==> config.mk <==
export PLATFORM = sky130hd
export DESIGN_NAME = jtag_scan_sequencer_flat
export DESIGN_NICKNAME = d
export VERILOG_FILES = /design/src/rtl/jtag_pkg.sv /design/src/rtl/jtag_scan_sequencer_if.sv /design/src/rtl/jtag_tck_gen.sv /design/src/rtl/jtag_scan_sequencer.sv /design/src/flat_wrapper.sv
export SDC_FILE = /design/constraint.sdc
export NUM_CORES = 1
export LEC_CHECK = 0
export ABC_AREA = 1
export CAP_MARGIN = 20
export CORE_MARGIN = 2
export CORE_UTILIZATION = 54
export CTS_CLUSTER_SIZE = 12
export DETAILED_ROUTE_END_ITERATION = 10
export PLACE_DENSITY = 0.83
export SLEW_MARGIN = 10
export SYNTH_ARGS = -nofsm -noshare
export SYNTH_HDL_FRONTEND = slang
export SYNTH_SLANG_ARGS = --single-unit
==> constraint.sdc <==
create_clock -name clk -period 4.5 [get_ports clk]
set_input_delay 0.675 -clock clk [delete_from_list [all_inputs] [get_ports clk]]
set_output_delay 0.675 -clock clk [all_outputs]
set_load 0.1 [all_outputs]
==> src/rtl/jtag_pkg.sv <==
// Shared definitions for the JTAG scan sequencer: sequencer state encoding,
// TAP reset length and the instruction/ID constants of the attached TAP.
package jtag_pkg;

  typedef enum logic [3:0] {
    ST_IDLE    = 4'd0,
    ST_TLR     = 4'd1,
    ST_RTI     = 4'd2,
    ST_SEL_DR  = 4'd3,
    ST_SEL_IR  = 4'd4,
    ST_CAPTURE = 4'd5,
    ST_SHIFT   = 4'd6,
    ST_EXIT1   = 4'd7,
    ST_UPDATE  = 4'd8,
    ST_FINISH  = 4'd9
  } seq_state_e;

  localparam int          TLR_TMS_COUNT = 5;
  localparam int          IR_LEN        = 4;
  localparam logic [3:0]  IR_ABORT      = 4'b1000;
  localparam logic [3:0]  IR_IDCODE     = 4'b1110;
  localparam logic [3:0]  IR_BYPASS     = 4'b1111;
  localparam logic [31:0] IDCODE_VALUE  = 32'h000F_AF01;

endpackage

==> src/rtl/jtag_scan_sequencer_if.sv <==
// Request/response bus between a host and the JTAG scan sequencer.
interface jtag_scan_sequencer_if #(
  parameter int MAX_LEN = 32,
  parameter int LEN_W   = 6
);
  logic               reset_tap;
  logic               start;
  logic               is_ir;
  logic [LEN_W-1:0]   len;
  logic [MAX_LEN-1:0] tdi_data;
  logic [MAX_LEN-1:0] tdo_data;
  logic               busy;
  logic               done;
  logic               err;
  logic               tap_synced;

  modport master (
    output reset_tap, start, is_ir, len, tdi_data,
    input  tdo_data, busy, done, err, tap_synced
  );

  modport slave (
    input  reset_tap, start, is_ir, len, tdi_data,
    output tdo_data, busy, done, err, tap_synced
  );
endinterface

==> src/rtl/jtag_tck_gen.sv <==
// TCK generator: divides clk by 2*CLK_DIV while enabled, holds TCK low
// otherwise, and flags the clk edge on which TCK will rise or fall.
module jtag_tck_gen #(
  parameter int CLK_DIV = 2
) (
  input  logic clk,
  input  logic rst,
  input  logic en_i,
  output logic tck_o,
  output logic tck_rise_o,
  output logic tck_fall_o
);
  localparam int CW = (CLK_DIV > 1) ? $clog2(CLK_DIV) : 1;

  logic [CW-1:0] cnt_q, cnt_d;
  logic          tck_q, tck_d;
  logic          wrap_s;

  assign wrap_s     = (cnt_q == CW'(CLK_DIV - 1));
  assign tck_rise_o = en_i & wrap_s & ~tck_q;
  assign tck_fall_o = en_i & wrap_s &  tck_q;
  assign tck_o      = tck_q;

  // Half-period counter; toggles TCK at each wrap, parks low when disabled.
  always_comb begin
    cnt_d = cnt_q;
    tck_d = tck_q;
    if (!en_i) begin
      cnt_d = {CW{1'b0}};
      tck_d = 1'b0;
    end else if (wrap_s) begin
      cnt_d = {CW{1'b0}};
      tck_d = ~tck_q;
    end else begin
      cnt_d = cnt_q + CW'(1);
      tck_d = tck_q;
    end
  end

  // Counter and TCK registers.
  always_ff @(posedge clk or posedge rst) begin
    if (rst) begin
      cnt_q <= {CW{1'b0}};
      tck_q <= 1'b0;
    end else begin
      cnt_q <= cnt_d;
      tck_q <= tck_d;
    end
  end
endmodule

==> src/rtl/jtag_scan_sequencer.sv <==
// Host-side JTAG master: runs a TAP reset or one complete IR/DR scan,
// always starting and ending in Run-Test/Idle. The FSM state names the TAP
// state occupied during the current TCK; TMS/TDI for the next TCK are set
// on the clk edge where TCK falls.
module jtag_scan_sequencer
  import jtag_pkg::*;
#(
  parameter int MAX_LEN = 32,
  parameter int CLK_DIV = 2,
  parameter int LEN_W   = 6
) (
  input  logic                  clk,
  input  logic                  reset,
  jtag_scan_sequencer_if.slave  bus,
  output logic                  tck_out,
  output logic                  tms_out,
  output logic                  tdi_out,
  input  logic                  tdo_in
);
  seq_state_e         state_q, state_d;
  logic               tms_q, tms_d, tdi_q, tdi_d;
  logic               busy_q, busy_d, done_q, done_d, err_q, err_d;
  logic               synced_q, synced_d, is_ir_q, is_ir_d, scan_q, scan_d;
  logic [2:0]         tlr_q, tlr_d;
  logic [LEN_W-1:0]   bit_q, bit_d, len_q, len_d;
  logic [MAX_LEN-1:0] din_q, din_d, shreg_q, shreg_d, tdo_q, tdo_d;
  logic               tck_rise_s, tck_fall_s, len_bad_s, last_bit_s;
  logic [MAX_LEN-1:0] din_next_s;

  jtag_tck_gen #(.CLK_DIV(CLK_DIV)) u_tck_gen (
    .clk        (clk),
    .rst        (reset),
    .en_i       (busy_q),
    .tck_o      (tck_out),
    .tck_rise_o (tck_rise_s),
    .tck_fall_o (tck_fall_s)
  );

  assign len_bad_s  = (bus.len == {LEN_W{1'b0}}) || (bus.len > LEN_W'(MAX_LEN));
  assign last_bit_s = (bit_q == len_q - LEN_W'(1));
  assign din_next_s = din_q >> (bit_q + LEN_W'(1));

  assign tms_out        = tms_q;
  assign tdi_out        = tdi_q;
  assign bus.busy       = busy_q;
  assign bus.done       = done_q;
  assign bus.err        = err_q;
  assign bus.tap_synced = synced_q;
  assign bus.tdo_data   = tdo_q;

  // Next-state logic: request acceptance, TMS/TDI sequencing, TDO capture.
  always_comb begin
    state_d  = state_q;
    tms_d    = tms_q;
    tdi_d    = tdi_q;
    busy_d   = busy_q;
    done_d   = 1'b0;
    err_d    = 1'b0;
    synced_d = synced_q;
    is_ir_d  = is_ir_q;
    scan_d   = scan_q;
    tlr_d    = tlr_q;
    bit_d    = bit_q;
    len_d    = len_q;
    din_d    = din_q;
    shreg_d  = shreg_q;
    tdo_d    = tdo_q;
    case (state_q)
      ST_IDLE: begin
        if (bus.reset_tap) begin
          state_d  = ST_TLR;
          busy_d   = 1'b1;
          tms_d    = 1'b1;
          tdi_d    = 1'b0;
          tlr_d    = 3'd0;
          scan_d   = 1'b0;
          synced_d = 1'b0;
        end else if (bus.start) begin
          if (len_bad_s || !synced_q) begin
            err_d = 1'b1;
          end else begin
            state_d = ST_RTI;
            busy_d  = 1'b1;
            tms_d   = 1'b1;
            tdi_d   = 1'b0;
            scan_d  = 1'b1;
            is_ir_d = bus.is_ir;
            len_d   = bus.len;
            din_d   = bus.tdi_data;
            shreg_d = {MAX_LEN{1'b0}};
            bit_d   = {LEN_W{1'b0}};
          end
        end else begin
          state_d = ST_IDLE;
        end
      end
      ST_TLR: begin
        if (tck_fall_s) begin
          if (tlr_q == 3'(TLR_TMS_COUNT - 1)) begin
            state_d = ST_RTI;
            tms_d   = 1'b0;
          end else begin
            tlr_d = tlr_q + 3'd1;
          end
        end else begin
          tlr_d = tlr_q;
        end
      end
      ST_RTI: begin
        if (tck_fall_s) begin
          if (scan_q) begin
            state_d = ST_SEL_DR;
            tms_d   = is_ir_q;
          end else begin
            state_d  = ST_FINISH;
            busy_d   = 1'b0;
            done_d   = 1'b1;
            tms_d    = 1'b0;
            synced_d = 1'b1;
          end
        end else begin
          state_d = ST_RTI;
        end
      end
      ST_SEL_DR: begin
        if (tck_fall_s) begin
          state_d = is_ir_q ? ST_SEL_IR : ST_CAPTURE;
          tms_d   = 1'b0;
        end else begin
          state_d = ST_SEL_DR;
        end
      end
      ST_SEL_IR: begin
        if (tck_fall_s) begin
          state_d = ST_CAPTURE;
          tms_d   = 1'b0;
        end else begin
          state_d = ST_SEL_IR;
        end
      end
      ST_CAPTURE: begin
        if (tck_fall_s) begin
          state_d = ST_SHIFT;
          bit_d   = {LEN_W{1'b0}};
          tdi_d   = din_q[0];
          tms_d   = (len_q == LEN_W'(1));
        end else begin
          state_d = ST_CAPTURE;
        end
      end
      ST_SHIFT: begin
        if (tck_rise_s) begin
          shreg_d = shreg_q | (MAX_LEN'(tdo_in) << bit_q);
        end else if (tck_fall_s) begin
          if (last_bit_s) begin
            state_d = ST_EXIT1;
            tms_d   = 1'b1;
            tdi_d   = 1'b0;
          end else begin
            bit_d = bit_q + LEN_W'(1);
            tdi_d = din_next_s[0];
            tms_d = ((bit_q + LEN_W'(1)) == (len_q - LEN_W'(1)));
          end
        end else begin
          state_d = ST_SHIFT;
        end
      end
      ST_EXIT1: begin
        if (tck_fall_s) begin
          state_d = ST_UPDATE;
          tms_d   = 1'b0;
        end else begin
          state_d = ST_EXIT1;
        end
      end
      ST_UPDATE: begin
        if (tck_fall_s) begin
          state_d = ST_FINISH;
          busy_d  = 1'b0;
          done_d  = 1'b1;
          tms_d   = 1'b0;
          tdo_d   = shreg_q;
        end else begin
          state_d = ST_UPDATE;
        end
      end
      ST_FINISH: state_d = ST_IDLE;
      default: begin
        state_d = ST_IDLE;
        busy_d  = 1'b0;
        tms_d   = 1'b0;
        tdi_d   = 1'b0;
      end
    endcase
  end

  // State and output registers; reset aborts any scan and drops sync.
  always_ff @(posedge clk or posedge reset) begin
    if (reset) begin
      state_q  <= ST_IDLE;
      tms_q    <= 1'b0;
      tdi_q    <= 1'b0;
      busy_q   <= 1'b0;
      done_q   <= 1'b0;
      err_q    <= 1'b0;
      synced_q <= 1'b0;
      is_ir_q  <= 1'b0;
      scan_q   <= 1'b0;
      tlr_q    <= 3'd0;
      bit_q    <= {LEN_W{1'b0}};
      len_q    <= {LEN_W{1'b0}};
      din_q    <= {MAX_LEN{1'b0}};
      shreg_q  <= {MAX_LEN{1'b0}};
      tdo_q    <= {MAX_LEN{1'b0}};
    end else begin
      state_q  <= state_d;
      tms_q    <= tms_d;
      tdi_q    <= tdi_d;
      busy_q   <= busy_d;
      done_q   <= done_d;
      err_q    <= err_d;
      synced_q <= synced_d;
      is_ir_q  <= is_ir_d;
      scan_q   <= scan_d;
      tlr_q    <= tlr_d;
      bit_q    <= bit_d;
      len_q    <= len_d;
      din_q    <= din_d;
      shreg_q  <= shreg_d;
      tdo_q    <= tdo_d;
    end
  end
endmodule

==> src/flat_wrapper.sv <==
// flat-port wrapper written by rule: the top's interface ports become plain ports
module jtag_scan_sequencer_flat import jtag_pkg::*;
#(
  parameter int MAX_LEN = 32,
  parameter int CLK_DIV = 2,
  parameter int LEN_W   = 6
)
  (clk, reset, tck_out, tms_out, tdi_out, tdo_in, bus_reset_tap, bus_start, bus_is_ir, bus_len, bus_tdi_data, bus_tdo_data, bus_busy, bus_done, bus_err, bus_tap_synced);
  jtag_scan_sequencer_if #(.MAX_LEN(MAX_LEN), .LEN_W(LEN_W)) bus_i ();
  input  logic clk;
  input  logic reset;
  output logic tck_out;
  output logic tms_out;
  output logic tdi_out;
  input  logic tdo_in;
  input wire logic [$bits(bus_i.reset_tap)-1:0] bus_reset_tap;
  input wire logic [$bits(bus_i.start)-1:0] bus_start;
  input wire logic [$bits(bus_i.is_ir)-1:0] bus_is_ir;
  input wire logic [$bits(bus_i.len)-1:0] bus_len;
  input wire logic [$bits(bus_i.tdi_data)-1:0] bus_tdi_data;
  output wire logic [$bits(bus_i.tdo_data)-1:0] bus_tdo_data;
  output wire logic [$bits(bus_i.busy)-1:0] bus_busy;
  output wire logic [$bits(bus_i.done)-1:0] bus_done;
  output wire logic [$bits(bus_i.err)-1:0] bus_err;
  output wire logic [$bits(bus_i.tap_synced)-1:0] bus_tap_synced;
  assign bus_i.reset_tap = bus_reset_tap;
  assign bus_i.start = bus_start;
  assign bus_i.is_ir = bus_is_ir;
  assign bus_i.len = bus_len;
  assign bus_i.tdi_data = bus_tdi_data;
  assign bus_tdo_data = bus_i.tdo_data;
  assign bus_busy = bus_i.busy;
  assign bus_done = bus_i.done;
  assign bus_err = bus_i.err;
  assign bus_tap_synced = bus_i.tap_synced;
  jtag_scan_sequencer #(.MAX_LEN(MAX_LEN), .CLK_DIV(CLK_DIV), .LEN_W(LEN_W)) u_core (.clk(clk), .reset(reset), .bus(bus_i), .tck_out(tck_out), .tms_out(tms_out), .tdi_out(tdi_out), .tdo_in(tdo_in));
endmodule
; ---- Yosys cells after proc, flatten, opt, wreduce, memory -nomap -nowiden
; Cells that the tools add are included.
; Widths: inputs -> output; s select.
[word_totals]
rom_bits = 0
in_bits = 44
mem_bits_rw = 0
out_inout_bits = 39
register_bits = 125
wordCells = 168
latchBits = 0
memories = 0
[classes]
n_mul = 0
shift = 2
mux = 75
bitwise = 10
n_reduce_logical = 24
eq_ne = 35
div = 0
addsub = 4
magnitude_cmp = 1
[ops]
columns = op, count
row1 = $mux 32, 4
row2 = $pmux 32 s2, 1
row3 = $mux 4, 12
row4 = $mux 6, 7
row5 = $mux 1, 39
row6 = $pmux 4 s9, 1
row7 = $or 32x32->32, 1
row8 = $shl 1x6->32, 1
row9 = $shr 32x6->1, 1
row10 = $ne 2x2->1 const B, 10
row11 = $pmux 6 s3, 1
row12 = $eq 4x3->1 const B, 4
row13 = $ne 2x1->1 const B, 8
row14 = $reduce_or 7->1, 2
row15 = $eq 6x6->1, 2
row16 = $reduce_and 4->1, 3
row17 = $reduce_and 6->1, 2
row18 = $reduce_and 10->1, 1
row19 = $reduce_and 5->1, 2
row20 = $mux 3, 3
row21 = $ne 3x3->1 const B, 3
row22 = $eq 4x2->1 const B, 2
row23 = $eq 4x4->1 const B, 2
row24 = $pmux 1 s4, 2
row25 = 25 further kinds, 37

; ---- Depth between registers and ports, before layout
; Gate-level depths: netlist of run 1.
[depth]
ltp_word = 7
ltp_mapped = 14
mapped_depth_nobuf = 14

; ---- Modules after synthesis
; A second synthesis of run 1 with hierarchy kept.
[hier_totals]
cells_unflattened = 800
hier_area_um2 = 6194.7
[by_module_without_submodules]
columns = mod, area_per_inst_um2, n_inst, cells_per_inst
row1 = jtag_scan_sequencer, 6100.9, 1, 787
row2 = jtag_tck_gen, 93.8, 1, 13

; ---- Least setup slack after synthesis of run 1
; Ideal clock, no wire load.
[synth_timing]
path_kind = reg2reg
start = register u_core.u_tck_gen.tck_o (netlist name)
end = register u_core.len_q[2]
path_stages_with_launch = 11
slack_ns = 2.176
arrival_ns = 2.207
path_buffers = 1
synth_period_minus_slack_ns = 2.324
path_cell_list = dfrtp_1 > nand3_2 > inv_2 > o211ai_1 > inv_1 > nand2_2 > nor2_8 > nand2_4 > buf_6 > nand2_1 > nand2_1
[synth_lines]
columns = element, line_no
row1 = "end signal, assigned", jtag_scan_sequencer.sv:211  ; len_q <= {LEN_W{1'b0}};
row2 = "end signal, assigned", jtag_scan_sequencer.sv:227  ; len_q <= len_d;
row3 = "end, declared", jtag_scan_sequencer.sv:25  ; logic [LEN_W-1:0] bit_q, bit_d, len_q, len_d;

; ---- Worst setup path in the final report of run 1
[layout_timing]
start = input bus_reset_tap
end = register u_core.shreg_q[22]
[layout_via]
elab_chain_cells = 2
[layout_rtl]
columns = element, line_no
row1 = "start, declared", flat_wrapper.sv:16  ; input wire logic [$bits(bus_i.reset_tap)-1:0] bus_reset_tap;
row2 = $ne 2x2->1 (no source line), -
row3 = $reduce_and 5->1 (no source line), -
row4 = "end signal, assigned", jtag_scan_sequencer.sv:213  ; shreg_q <= {MAX_LEN{1'b0}};
row5 = "end signal, assigned", jtag_scan_sequencer.sv:229  ; shreg_q <= shreg_d;
row6 = "end, declared", jtag_scan_sequencer.sv:26  ; logic [MAX_LEN-1:0] din_q, din_d, shreg_q, shreg_d, tdo_q, tdo_d;
; No other way between the ends.
; A chain may end at the register's enable or synchronous reset.

==> results of run 1 <==
layout make-up:
class	instances	area, µm²
Inverter	96	369
Clock inverter	12	121
Timing Repair Buffer	87	891
Sequential cell	125	3130
Tap cell	147	184
Multi-Input combinational cell	607	2920
Fill cell	1015	3960
Clock buffer	20	447
kinds of logic after synthesis:
logic type / count (synthesis)
flip-flops: 125
AO/OA/AOI/OAI: 129
AND/OR/NAND/NOR: 463
XOR/XNOR: 10
adder cells (fa/ha/maj): 5
buffers and inverters: 134
layer usage:
| layer | routed length, µm | up-vias |
|---|---|---|
| met1 | 6550 | 2647 |
| met2 | 7300 | 182 |
| met3 | 783 | 28 |
| met5 | 0 | - |
| met4 | 269 | 0 |
| li1 | - | 2919 |
worst max-delay path, cell delays in order:
cell and delay (ns):
clkdlybuf4s50_1 0.41, inv_1 0.65, nor2_2 0.11, inv_2 0.12, nand2_2 0.07, a21oi_4 0.10, buf_4 0.63, nand2_1 0.18
o21ai_2 0.10
stage by stage:
step / utilization / total power [mW]
detailed placement: 0.621 / 2.61
finish: 0.671 / 3.93
CTS: 0.668 / 3.95
floorplan: - / 2.37
global route: 0.671 / 4.17
global placement: 0.621 / 2.58
sequential cells by signal, summed over array words and instances, names as in the netlist:
name	flops
u_core.bus.tdo_data	32
u_core.din_q	32
u_core.shreg_q	32
u_core.bit_q	6
u_core.len_q	6
u_core.state_q	4
u_core.tlr_q	3
u_core.bus.busy	1
u_core.bus.done	1
u_core.bus.err	1
u_core.bus.tap_synced	1
u_core.is_ir_q	1
u_core.scan_q	1
u_core.tdi_out	1
u_core.tms_out	1
u_core.u_tck_gen.cnt_q	1
u_core.u_tck_gen.tck_o	1
path summary, 6_finish.rpt:
check	start	to	slack, ns
worst max-delay path	bus_reset_tap	u_core.shreg_q[22]	1.74
worst min-delay path	u_core.tlr_q[2]	u_core.tlr_q[2]	0.46
worst max register to register	u_core.bit_q[0]	u_core.shreg_q[5]	1.87
worst min register to register	u_core.tlr_q[2]	u_core.tlr_q[2]	0.46
max in group asynchronous	reset	u_core.state_q[2]	3.41
min in group asynchronous	reset	u_core.bus.tdo_data[16]	0.52
report_power, final:
| part | internal [mW] | switching [mW] |
|---|---|---|
| Sequential | 1.34 | 0.141 |
| Clock | 0.822 | 0.497 |
| Combinational | 0.356 | 0.777 |
placed cells by master (no fill, tap or decap), types with 2 or more instances in the layout:
cell / n
nand4_1: 8
nand2_1: 282
nor3_1: 12
o21ai_1: 7
nor2_8: 2
clkinv_1: 3
nand2_2: 6
o22ai_1: 2
clkinvlp_4: 3
inv_1: 86
o21ai_0: 44
xor2_1: 8
xnor2_1: 2
inv_2: 4
clkdlybuf4s50_1: 82
a31oi_1: 2
dfrtp_1: 125
nor2_4: 2
buf_4: 3
ha_1: 5
nand3_1: 99
o21ai_2: 30
clkbuf_16: 17
clkbuf_1: 2
nor2_1: 47
clkinv_2: 7
nor2_2: 3
bufinv_16: 2
a21oi_1: 39
o211ai_1: 3
==> results.md, run 1 <==
* GR Overflow Total at 0
* Met1 Usage GRT at 0.331
* Synth Area per Inst at 7.67 µm²
* Worst slew pin tran at 0.974 ns
* Syn_nets at 915
* Full die area at 13,200 µm²
* Seq/Total Area, Yosys at 0.471
* Resize count post-CTS at 0
* P&R area growth vs syn at 21.3%
* Unique masters post-synth at 33
* Cells after Synth at 866
* Mapped cell area at 6640 µm²
* Hold depth at 1
* Core Area at 12,000 µm²
* Fin crit period at 2.76 ns
* Busiest grt layer: met2
* Final period util at 0.614
* Reg2reg path depth at 8
* Slew HR at 0.349
* Fin. Hold Viols at 0
* Post-synthesis register bit count at 125
* Clk slew on worst S/H paths at 0.05 ns
* Cell with the most instances after synthesis: nand2_1
* Chip height at 115 µm
* Setup TNS at 0 ns
* Share of flip-flops with an asynchronous set or reset at 1.00
* Placed cell count at 1,061
* Setup bufs post-CTS at 0
* Final instance area at 8060 µm²
* Vias in the first global route at 5,466
* Leak at 3.76 nW
* Diodes inserted at 0
* TritonCTS buffer count at 17
* Antenna violations before repair at 0
* Clk Latency, worst-skew pair at 0.42 ns
* Top-area cell type share of the netlist area at 0.471
* Unrepaired setup endpoints after global routing: false
* Synth area leader: dfrtp_1
* Non-filler cells in the finished layout at 1,094
* Drt wl/cell at 13.6 µm
* Initial drt markers at 462
* Boundary Pins at 83
* Max VDD drop at 0.000417 V
* Grt met3 use at 0.0622
* WHS at 0.462 ns
* Worst Slack Setup Final at 1.74 ns
* CTS tree: done
* HPWL after DPL at 10,100 µm
* Number of flops mapped to enable cells by yosys at 0
* Max-Cap Viols at 0
* CTS Buffer Depth at 2
* PwrDens at 488 nW/µm²
* CP Max Fanout at 64
* Dpl ws at 1.37 ns
* CP Class: in -> reg
* Vias per cell at 5.28
* Root buf cell: clkbuf_16
* Final #Nets at 983
* Number of I/O port buffers at 82
* Post-Synth Simple-Gate Area at 0.298
* Pin count of the biggest net entering global routing at 79
* Max Slew Vio Count at 0
* 1st-pass router iterations at 5
* Hold/Removal Path Class: reg -> reg
* Worst EP arrival at 3.10 ns
* DRT Wirelength at 14,900 µm
* Critical Path Start Type: input port
* Post-DP Area at 7460 µm²
* Cts hold-fix bufs at 0
* Vias at 5,776
* Top_reg_cell synth: dfrtp_1
* DR DRC count at 0
* ANT nets after route at 0
* Mux share of post-synthesis cell area at 0
* Crit path capture type: register
* Met2 Use GR at 0.394
* Layout Skew at 0.00920 ns
* Max Fclk at 362 MHz
* First-pass GRT wire length at 25,700 µm
* Die Wd at 115 µm
* Tot GR Track Use at 0.246
* Clk sinks at 125
* Main combinational cell family by area after synthesis: simple AND/OR/NAND/NOR gates
* Post-synthesis xor/xnor area fraction at 0.0132
* Worst EP required at 4.83 ns
* Initial Util at 0.553
* Post-Synth Adder-Cell Area at 0.00942
* Post-synth top cells: nand2_1 (282), dfrtp_1 (125), nand3_1 (99)
* Status: completed
* H-tree depth at 4
* Synth Area in Compound Gates at 0.118
* Routability cong. at 0.954
* Std-Cell Rows at 40
* Share of cells above drive strength 1 at 0.0929
* YS warnings at 0
* Setup violators final at 0
* Top post-synthesis cells by area: dfrtp_1 (47%), nand2_1 (16%), nand3_1 (7.5%), inv_1 (4.9%), o21ai_2 (4.0%)
No activity file was read; power rests on OpenSTA's default activity.
==> run 2: changes to the inputs <==
CORE_UTILIZATION = 51   (was 54)
PLACE_DENSITY = 0.82   (was 0.83)
clock period = 2.4 ns   (was 4.5 ns; I/O delays follow)
==> run 2 against run 1 <==
Net effect: sequential share of layout area is 0.31 points lower; clock skew is 0.0043 ns lower; die area is 5.7% higher; worst setup slack worse by 1.4 ns; first-iteration DRC count is 12% lower; largest power group unchanged; routed wire length is 0.96% lower.
==> results.md, run 2 (synthesis results as in run 1) <==
* Most frequent cells in the layout: nand2_1 (282), dfrtp_1 (125), nand3_1 (98) (was nand2_1 (282), dfrtp_1 (125), nand3_1 (99))
* Antenna violations before repair at 0 (unchanged)
* ANT nets after route at 0 (unchanged)
* Chip height at 118 µm (was 115 µm)
* Fillers at 1,109 (was 1,015)
* CTS Buffer Depth at 2 (unchanged)
* CP Class: reg -> reg (was in -> reg)
* Unrepaired setup endpoints after global routing: false (unchanged)
* Crit-path cells: nor2_2 -> inv_2 -> nor2_8 -> nand2_2 -> inv_1 -> nand2_2 -> nand2_2 -> nor2_8 -> nand2_4 -> nand2_1 -> o21ai_2 (was clkdlybuf4s50_1 -> inv_1 -> nor2_2 -> inv_2 -> nand2_2 -> a21oi_4 -> buf_4 -> nand2_1 -> o21ai_2)
* Initial drt markers at 406 (was 462)
* Tot GR Track Use at 0.228 (was 0.246)
* Highest Signal Layer: met4 (unchanged)
* Critical Path Start Type: register (was input port)
* Final #Nets at 996 (was 983)
* Diodes inserted at 0 (unchanged)
* Final core utilization at 0.641 (was 0.671)
* First-pass GRT wire length at 25,800 µm (was 25,700 µm)
* Vias in the first global route at 5,552 (was 5,466)
* CTS tree: done (unchanged)
* Share of cells above drive strength 1 at 0.149 (was 0.0929)
* Setup TNS at 0 ns (unchanged)
* WHS at 0.326 ns (was 0.462 ns)
* 1st-pass router iterations at 5 (unchanged)
* Setup violators final at 0 (unchanged)
* Vias per cell at 5.10 (was 5.28)
* Most common library cell in the layout ignoring fill and taps: nand2_1 (unchanged)
* TritonCTS buffer count at 17 (unchanged)
* Setup bufs post-CTS at 0 (unchanged)
* PwrDens at 919 nW/µm² (was 488 nW/µm²)
* Root buf cell: clkbuf_16 (unchanged)
* Leak at 3.91 nW (was 3.76 nW)
* Boundary Pins at 83 (unchanged)
* Max VDD drop at 0.000773 V (was 0.000417 V)
* DRT Wirelength at 14,800 µm (was 14,900 µm)
* CP Max Fanout at 41 (was 64)
* DR DRC count at 0 (unchanged)
* Worst EP required at 2.74 ns (was 4.83 ns)
* Crit path capture type: register (unchanged)
* Fin crit period at 2.07 ns
* P&R area growth vs syn at 22.3% (was 21.3%)
* Cell mode on critical path: nand2_2
* Die Wd at 118 µm (was 115 µm)
* Met1 WL at 6710 µm (was 6550 µm)
* Delay-heaviest family, CP: simple AND/OR/NAND/NOR gates (was buffers and inverters)
* Drt wl/cell at 13.0 µm (was 13.6 µm)
* GR Overflow Total at 0 (unchanged)
* Fin. Hold Viols at 0 (unchanged)
* H-tree depth at 4 (unchanged)
* Worst slew pin tran at 0.552 ns (was 0.974 ns)
* WL met2 at 7110 µm (was 7300 µm)
* Critical Path Slowest Stage Cell: dfrtp_1 (was inv_1)
* Clk slew on worst S/H paths at 0.06 ns (was 0.05 ns)
* Final period util at 0.861
* Core Area at 12,700 µm² (was 12,000 µm²)
* Tot Pwr at 7.46 mW (was 3.93 mW)
* Worst EP arrival at 2.41 ns (was 3.10 ns)
* Met3 Wirelength at 657 µm (was 783 µm)
* Number of I/O port buffers at 82 (unchanged)
* Full die area at 13,900 µm² (was 13,200 µm²)
* Crit path buf inv count at 2 (was 4)
* Vias at 5,777 (was 5,776)
* Hold/Removal Path Class: in -> async (was reg -> reg)
* Std-Cell Rows at 41 (was 40)
* Crit path largest cell delay at 0.44 ns (was 0.65 ns)
* Max Fclk at 484 MHz
* Max Slew Vio Count at 0 (unchanged)
* Max-Cap Viols at 0 (unchanged)
* Slew HR at 0.632 (was 0.349)
* Routability cong. at 0.903 (was 0.954)
* Pin count of the biggest net entering global routing at 74 (was 79)
* Initial Util at 0.524 (was 0.553)
* Clk Latency, worst-skew pair at 0.42 ns (about the same)
* Layout Skew at 0.00490 ns (was 0.00920 ns)
* Clk sinks at 125 (unchanged)
* Status: completed (unchanged)
* HPWL after DPL at 10,400 µm (was 10,100 µm)
-- run 2: report_power, final --
part / total, mW / leakage, nW / internal [mW] / switching, mW
registers: 2.78 / 1.66 / 2.51 / 0.265
logic: 2.15 / 1.96 / 0.693 / 1.46
clock network: 2.53 / 0.285 / 1.54 / 0.990
-- run 2: path summary, 6_finish.rpt --
path | endpoint | slack (ns) | from | cells past startpoint
setup / recovery | u_core.len_q[4] | 0.33 | u_core.state_q[0] | 11
hold / removal | u_core.bus.tdo_data[25] | 0.33 | reset | 2
setup reg to reg | u_core.len_q[4] | 0.33 | u_core.state_q[0] | 11
hold reg to reg | u_core.tlr_q[2] | 0.46 | u_core.tlr_q[2] | 1
max in group asynchronous | u_core.tlr_q[0] | 1.34 | reset | 3
min in group clk | u_core.tlr_q[2] | 0.46 | u_core.tlr_q[2] | 1
-- run 2: per-stage QoR --
step | worst slack (ns) | instance area [µm²] | std cells
floorplan | 0.0760 | 6640 | 866
finish | 0.333 | 8120 | 1132
CTS | 0.300 | 8110 | 1132
global placement | 0.176 | 7520 | 1100
detailed placement | 0.103 | 7520 | 1100
global route | 0.0869 | 8120 | 1132
-- run 2: final cells by class --
class,count,area [µm²],share of cell area
Sequential cell,125,3130,0.385
Timing Repair Buffer,100,896,0.110
Multi-Input combinational cell,607,2920,0.360
Inverter,96,370,0.0456
Clock buffer,17,425,0.0524
Clock inverter,15,164,0.0202
Tap cell,172,215,0.0265
-- run 2: per-layer routing --
| metal | vias to the layer above | global-route usage |
|---|---|---|
| met4 | 0 | 0.0791 |
| met1 | 2662 | 0.300 |
| li1 | 2936 | - |
| met2 | 151 | 0.371 |
| met5 | - | 0 |
| met3 | 28 | 0.0518 |
-- run 2: timing repair --
item                                    in CTS  in global routing
hold buffers                                 0                  0
gates resized for setup                      0                  1
endpoints found under the setup margin       0                  2
